$ cat config.mk
export PLATFORM = sky130hd
export DESIGN_NAME = bram_run_scheduler
export DESIGN_NICKNAME = d
export VERILOG_FILES = /design/src/rtl/bram_run_scheduler.sv
export SDC_FILE = /design/constraint.sdc
export NUM_CORES = 1
export LEC_CHECK = 0
export BUFFER_PORTS_ARGS = -buffer_cell sky130_fd_sc_hd__buf_2
export CAP_MARGIN = 20
export CORE_MARGIN = 1.5
export CORE_UTILIZATION = 51
export CTS_BUF_LIST = sky130_fd_sc_hd__clkbuf_8 sky130_fd_sc_hd__clkbuf_16
export CTS_CLUSTER_DIAMETER = 30
export DETAILED_ROUTE_END_ITERATION = 10
export PLACE_DENSITY = 0.76
export SLEW_MARGIN = 25
export SYNTH_ARGS = -nofsm -noshare
export SYNTH_HDL_FRONTEND = slang
export SYNTH_SLANG_ARGS = --single-unit
$ cat constraint.sdc
create_clock -name clk -period 4.4 [get_ports clk]
set_clock_uncertainty 0.1 [all_clocks]
set_input_delay 0.88 -clock clk [delete_from_list [all_inputs] [get_ports clk]]
set_output_delay 0.88 -clock clk [all_outputs]
set_load 0.01 [all_outputs]
$ cat src/rtl/bram_run_scheduler.sv
// bram_run_scheduler: queues {count, base} run jobs and launches them one at a
// time on the BRAM accessor, waiting for each done before the next start.
module bram_run_scheduler #(
  parameter int unsigned CNT_BIT = 31,
  parameter int unsigned AWIDTH  = 8,
  parameter int unsigned QDEPTH  = 4,
  parameter int unsigned QAW     = 2,
  parameter int unsigned DONE_CW = 16
) (
  input  logic               clk,
  input  logic               reset_n,
  input  logic               push_i,
  input  logic [CNT_BIT-1:0] push_count_i,
  input  logic [AWIDTH-1:0]  push_base_i,
  input  logic               flush_i,
  output logic               full_o,
  output logic               empty_o,
  output logic [QAW:0]       level_o,
  input  logic               acc_idle_i,
  input  logic               acc_done_i,
  output logic               acc_start_o,
  output logic [CNT_BIT-1:0] acc_count_o,
  output logic [AWIDTH-1:0]  acc_base_o,
  output logic               busy_o,
  output logic               job_done_o,
  output logic [DONE_CW-1:0] done_cnt_o,
  output logic               err_ovf_o,
  output logic               err_zero_o
);

  localparam int unsigned LW = QAW + 1;

  typedef enum logic [1:0] {
    S_IDLE   = 2'd0,
    S_LAUNCH = 2'd1,
    S_WAIT   = 2'd2,
    S_DONE   = 2'd3
  } state_e;

  state_e state_q, state_d;

  logic [CNT_BIT-1:0] q_count_q [QDEPTH];
  logic [AWIDTH-1:0]  q_base_q  [QDEPTH];

  logic [QAW-1:0]     wptr_q, wptr_d;
  logic [QAW-1:0]     rptr_q, rptr_d;
  logic [LW-1:0]      level_q, level_d;
  logic               full_q, full_d;
  logic               empty_q, empty_d;
  logic               err_ovf_q, err_ovf_d;
  logic               err_zero_q, err_zero_d;

  logic               acc_start_q, acc_start_d;
  logic [CNT_BIT-1:0] acc_count_q, acc_count_d;
  logic [AWIDTH-1:0]  acc_base_q, acc_base_d;
  logic               busy_q, busy_d;
  logic               job_done_q, job_done_d;
  logic [DONE_CW-1:0] done_cnt_q, done_cnt_d;

  logic               pop;
  logic               push_ok;
  logic               push_zero;
  logic               push_ovf;

  // Push qualification: flush silently wins over every other push outcome.
  always_comb begin
    push_zero = push_i && !flush_i && (push_count_i == '0);
    push_ovf  = push_i && !flush_i && full_q;
    push_ok   = push_i && !flush_i && !full_q && (push_count_i != '0);
  end

  // Scheduler next-state: pop only from IDLE when a job waits and the accessor is idle.
  always_comb begin
    state_d = state_q;
    pop     = 1'b0;
    unique case (state_q)
      S_IDLE: begin
        if (!empty_q && acc_idle_i && !flush_i) begin
          pop     = 1'b1;
          state_d = S_LAUNCH;
        end
      end
      S_LAUNCH: state_d = S_WAIT;
      S_WAIT:   if (acc_done_i) state_d = S_DONE;
      S_DONE:   state_d = S_IDLE;
      default:  state_d = S_IDLE;
    endcase
  end

  // Queue bookkeeping, sticky errors and registered accessor-side outputs.
  always_comb begin
    wptr_d     = wptr_q;
    rptr_d     = rptr_q;
    level_d    = level_q;
    err_ovf_d  = err_ovf_q;
    err_zero_d = err_zero_q;
    done_cnt_d = done_cnt_q;

    if (flush_i) begin
      wptr_d     = '0;
      rptr_d     = '0;
      level_d    = '0;
      err_ovf_d  = 1'b0;
      err_zero_d = 1'b0;
    end else begin
      wptr_d  = wptr_q + QAW'(push_ok);
      rptr_d  = rptr_q + QAW'(pop);
      level_d = level_q + LW'(push_ok) - LW'(pop);
      if (push_ovf)  err_ovf_d  = 1'b1;
      if (push_zero) err_zero_d = 1'b1;
    end

    full_d  = (level_d == LW'(QDEPTH));
    empty_d = (level_d == '0);

    if (state_q == S_WAIT && acc_done_i) done_cnt_d = done_cnt_q + DONE_CW'(1);

    acc_start_d = pop;
    acc_count_d = pop ? q_count_q[rptr_q] : '0;
    if (pop) begin
      acc_base_d = q_base_q[rptr_q];
    end else if (state_d == S_IDLE) begin
      acc_base_d = '0;
    end else begin
      acc_base_d = acc_base_q;
    end
    busy_d     = (state_d != S_IDLE);
    job_done_d = (state_d == S_DONE);
  end

  // Job storage: written on accepted pushes only, never reset.
  always_ff @(posedge clk) begin
    if (push_ok) begin
      q_count_q[wptr_q] <= push_count_i;
      q_base_q[wptr_q]  <= push_base_i;
    end
  end

  // State and control registers.
  always_ff @(posedge clk or negedge reset_n) begin
    if (!reset_n) begin
      state_q     <= S_IDLE;
      wptr_q      <= '0;
      rptr_q      <= '0;
      level_q     <= '0;
      full_q      <= 1'b0;
      empty_q     <= 1'b1;
      err_ovf_q   <= 1'b0;
      err_zero_q  <= 1'b0;
      acc_start_q <= 1'b0;
      acc_count_q <= '0;
      acc_base_q  <= '0;
      busy_q      <= 1'b0;
      job_done_q  <= 1'b0;
      done_cnt_q  <= '0;
    end else begin
      state_q     <= state_d;
      wptr_q      <= wptr_d;
      rptr_q      <= rptr_d;
      level_q     <= level_d;
      full_q      <= full_d;
      empty_q     <= empty_d;
      err_ovf_q   <= err_ovf_d;
      err_zero_q  <= err_zero_d;
      acc_start_q <= acc_start_d;
      acc_count_q <= acc_count_d;
      acc_base_q  <= acc_base_d;
      busy_q      <= busy_d;
      job_done_q  <= job_done_d;
      done_cnt_q  <= done_cnt_d;
    end
  end

  assign full_o      = full_q;
  assign empty_o     = empty_q;
  assign level_o     = level_q;
  assign err_ovf_o   = err_ovf_q;
  assign err_zero_o  = err_zero_q;
  assign acc_start_o = acc_start_q;
  assign acc_count_o = acc_count_q;
  assign acc_base_o  = acc_base_q;
  assign busy_o      = busy_q;
  assign job_done_o  = job_done_q;
  assign done_cnt_o  = done_cnt_q;

endmodule

==> results.yml <==
clock_tree:
  cts_max_path_buffers: 3
  cts_resized: 0
  postCtsSetupRepairBufs: 0
  cts_tree: "built"
  clock_sinks: 227
  clk_pin_slew_ps: 50
  insertion_delay_ps: 500
  holdBufCountCts: 0
  cts_root_buf: "clkbuf_16"
  htree_levels: 2
  numCtsBuffers: 38
global_routing:
  grt_max_degree: 72
  met1_usage_pct: 26.6
  gr-total-overflow: 0
  grt_usage_pct: 20.7
  grtUsageMet2_pct: 35.0
  grtUsageMet3_pct: 4.63
  busiest_layer: "met2"
  grt_pass1_vias: 4861
  grt_pass1_wl_mm: 27.0
  antenna_found_initial: 2
timing:
  slew_headroom_pct: 49.5
  tightestPinTransition_ps: 758
  post-route-period-util_pct: 74.5
  min_period_ps: 3280
  final-hold-violation-count: 0
  worst_slack_ps: 1120
  fin_tns_setup_ps: 0
  fmax_mhz: 305
  slew_violations: 0
  setup_violations: 0
  rsz0062_at_grt: "false"
synthesis:
  syn_area_um2: 8390
  synth_nets: 476
  synth_cells: 422
  yosys_warnings: 0
  ys_async_sr_fraction_pct: 31.3
  synth_enable_flop_cells: 156
  seq_area_frac_synth_pct: 77.0
  netlist-cell-type-count: 34
  synth_ff_type: "edfxtp_1"
  synth.avg_cell_area_um2: 19.9
  synth-seq-cells: 227
drt:
  routed_wl_mm: 17.0
  via_per_inst: 5.51
  drtAntennaViolNets: 0
  dr.pass1.iters: 4
  wire_per_inst_um: 21.0
  drc: 0
  drtIter0Drc: 246
  via_count: 4461
outcome:
  status: "completed"
die:
  core-area_um2: 16000
  dieArea_um2: 17200
  die-width_um: 131
  start_util_pct: 52.4
  io_pins: 110
  die_h_um: 131
  rows: 46
setup_path:
  rrSetupSlack_ps: 1180
  start_kind: "input pin"
  crit_required_ps: 4710
  crit_type: "in -> reg"
  cp.arrival_ps: 3590
  critPathCaptureType: "register"
  cp_max_fo: 6
power:
  ir_drop_v: 0.000475
  power_density_nw_per_um2: 586
  p_leak_nw: 4.31
  p_sw_w: 0.00146
  p_seq_share_pct: 41.0
  p_int_w: 0.00474
  power.share.clock_pct: 48.8
  swShare_pct: 23.6
  p_comb_share_pct: 10.2
cells_and_area:
  area.growth.synth_to_final_pct: 26.2
  drive_gt1_share_pct: 40.0
  fill_cells: 1118
  nNetsFinal: 617
  antenna_cells: 0
  fin_util_pct: 66.2
placed_design:
  io_buffers: 109
  dp_slack_ps: 575
  dp_hpwl_mm: 9.90
  gp_congestion: 0.768
worst_hold_path:
  hold_class: "in -> async"
job:
  max-cap-violations: 0
==> critical path: stages <==
cell and delay, ps:
buf_2 130, nor4_1 560, nand4_1 260, o21ai_1 180
buf_4 210, ha_1 250, inv_1 60, ha_1 150
inv_1 50, fa_1 370, xnor2_1 220, nor2_1 80
nor3_1 170
==> final cells by class <==
type                    count  area, um2  area share (%)
inverters                   8       30.0           0.284
multi-input cells         171       1860            17.6
clock inverters            26        280            2.65
repair buffers            117        612            5.78
clock buffers              44       1070            10.1
flip-flops and latches    227       6470            61.1
well taps                 216        270            2.55
==> power groups by stage <==
| stage | clock network (W) | logic (W) | registers, W |
|---|---|---|---|
| after floorplan | 0 | 0.000354 | 0.00259 |
| after global placement | 0 | 0.000613 | 0.00257 |
| after detailed placement | 0 | 0.000638 | 0.00258 |
| after CTS | 0.00307 | 0.000644 | 0.00255 |
| after global routing | 0.00317 | 0.000703 | 0.00256 |
| final | 0.00303 | 0.000632 | 0.00255 |
==> kinds of logic (layout without fill, tap and decap cells) <==
group	count (synthesis)	after routing	share of synthesized area [%]
buffers and inverters	24	195	1.39
and+or+nand+nor	88	88	6.06
DFF	227	227	77.0
xor gates and xnor gates	19	19	1.98
AOI/OAI and AO/OA	15	15	1.51
muxes	40	40	10.6
adders and majority gates	9	9	1.43
==> synth_stat cells (7+ instances only) <==
library cell | number | area [um2]
a22o_1 | 8 | 70.1
and3_1 | 33 | 206
clkbuf_1 | 7 | 26.3
dfrtp_1 | 70 | 1750
edfxtp_1 | 156 | 4680
ha_1 | 8 | 100
inv_1 | 8 | 30.0
mux4_2 | 39 | 878
nand2_1 | 8 | 30.0
nor2_1 | 9 | 33.8
nor4_1 | 8 | 50.1
xnor2_1 | 14 | 123
==> layer usage <==
layer | share of wire (%) | up-vias
met2 | 51 | 131
met3 | 5.0 | 41
met5 | 0.065 | -
li1 | - | 1964
met4 | 2.4 | 2
met1 | 42 | 2323
==> placed cells by master, fill, tap and decap left out, types with 2 or more instances in the layout <==
master / instances
nor3b_4: 3
clkinv_2: 9
nor4_1: 8
dfrtp_1: 68
clkbuf_16: 41
nor2b_1: 4
xor2_1: 5
xnor2_1: 14
a22o_1: 8
ha_1: 8
clkinvlp_4: 6
edfxtp_1: 156
buf_2: 108
and2_1: 2
nand2_1: 8
o21ai_1: 3
nor3_1: 5
bufinv_16: 5
nand4_1: 6
buf_4: 8
inv_1: 10
a21oi_1: 2
clkbuf_8: 3
inv_6: 2
nor2_1: 8
nand3_1: 6
and3_1: 33
mux4_2: 39
==> flip-flops by register name (all words and copies together) (netlist names) <==
register and count:
acc_count_o 31, err_ovf_o 1, state_q 2, done_cnt_o 16, q_count_q 124, acc_base_o 8, full_o 1, acc_start_o 1
wptr_q 2, job_done_o 1, busy_o 1, err_zero_o 1, level_o 3, q_base_q 32, empty_o 1, rptr_q 2
==> path summary, 6_finish.rpt <==
| path | start | endpoint | depth (start not counted) |
|---|---|---|---|
| max | push_count_i[10] | empty_o | 13 |
| min | reset_n | acc_base_o[4] | 1 |
| max reg2reg | state_q[0] | empty_o | 12 |
| min reg2reg | done_cnt_o[15] | done_cnt_o[15] | 1 |
| max in group asynchronous | reset_n | rptr_q[1] | 1 |
| min in group clk | done_cnt_o[15] | done_cnt_o[15] | 1 |
==> metrics by stage <==
step	total power, W	area (um2)	hold WS (ps)	instances
after CTS	0.00626	10600	379	809
after detailed placement	0.00322	9230	369	739
after global routing	0.00643	10600	369	809
final	0.00620	10600	300	809
after floorplan	0.00295	8400	408	422
after global placement	0.00319	9230	356	739
Power figures use the tool's default switching activity.
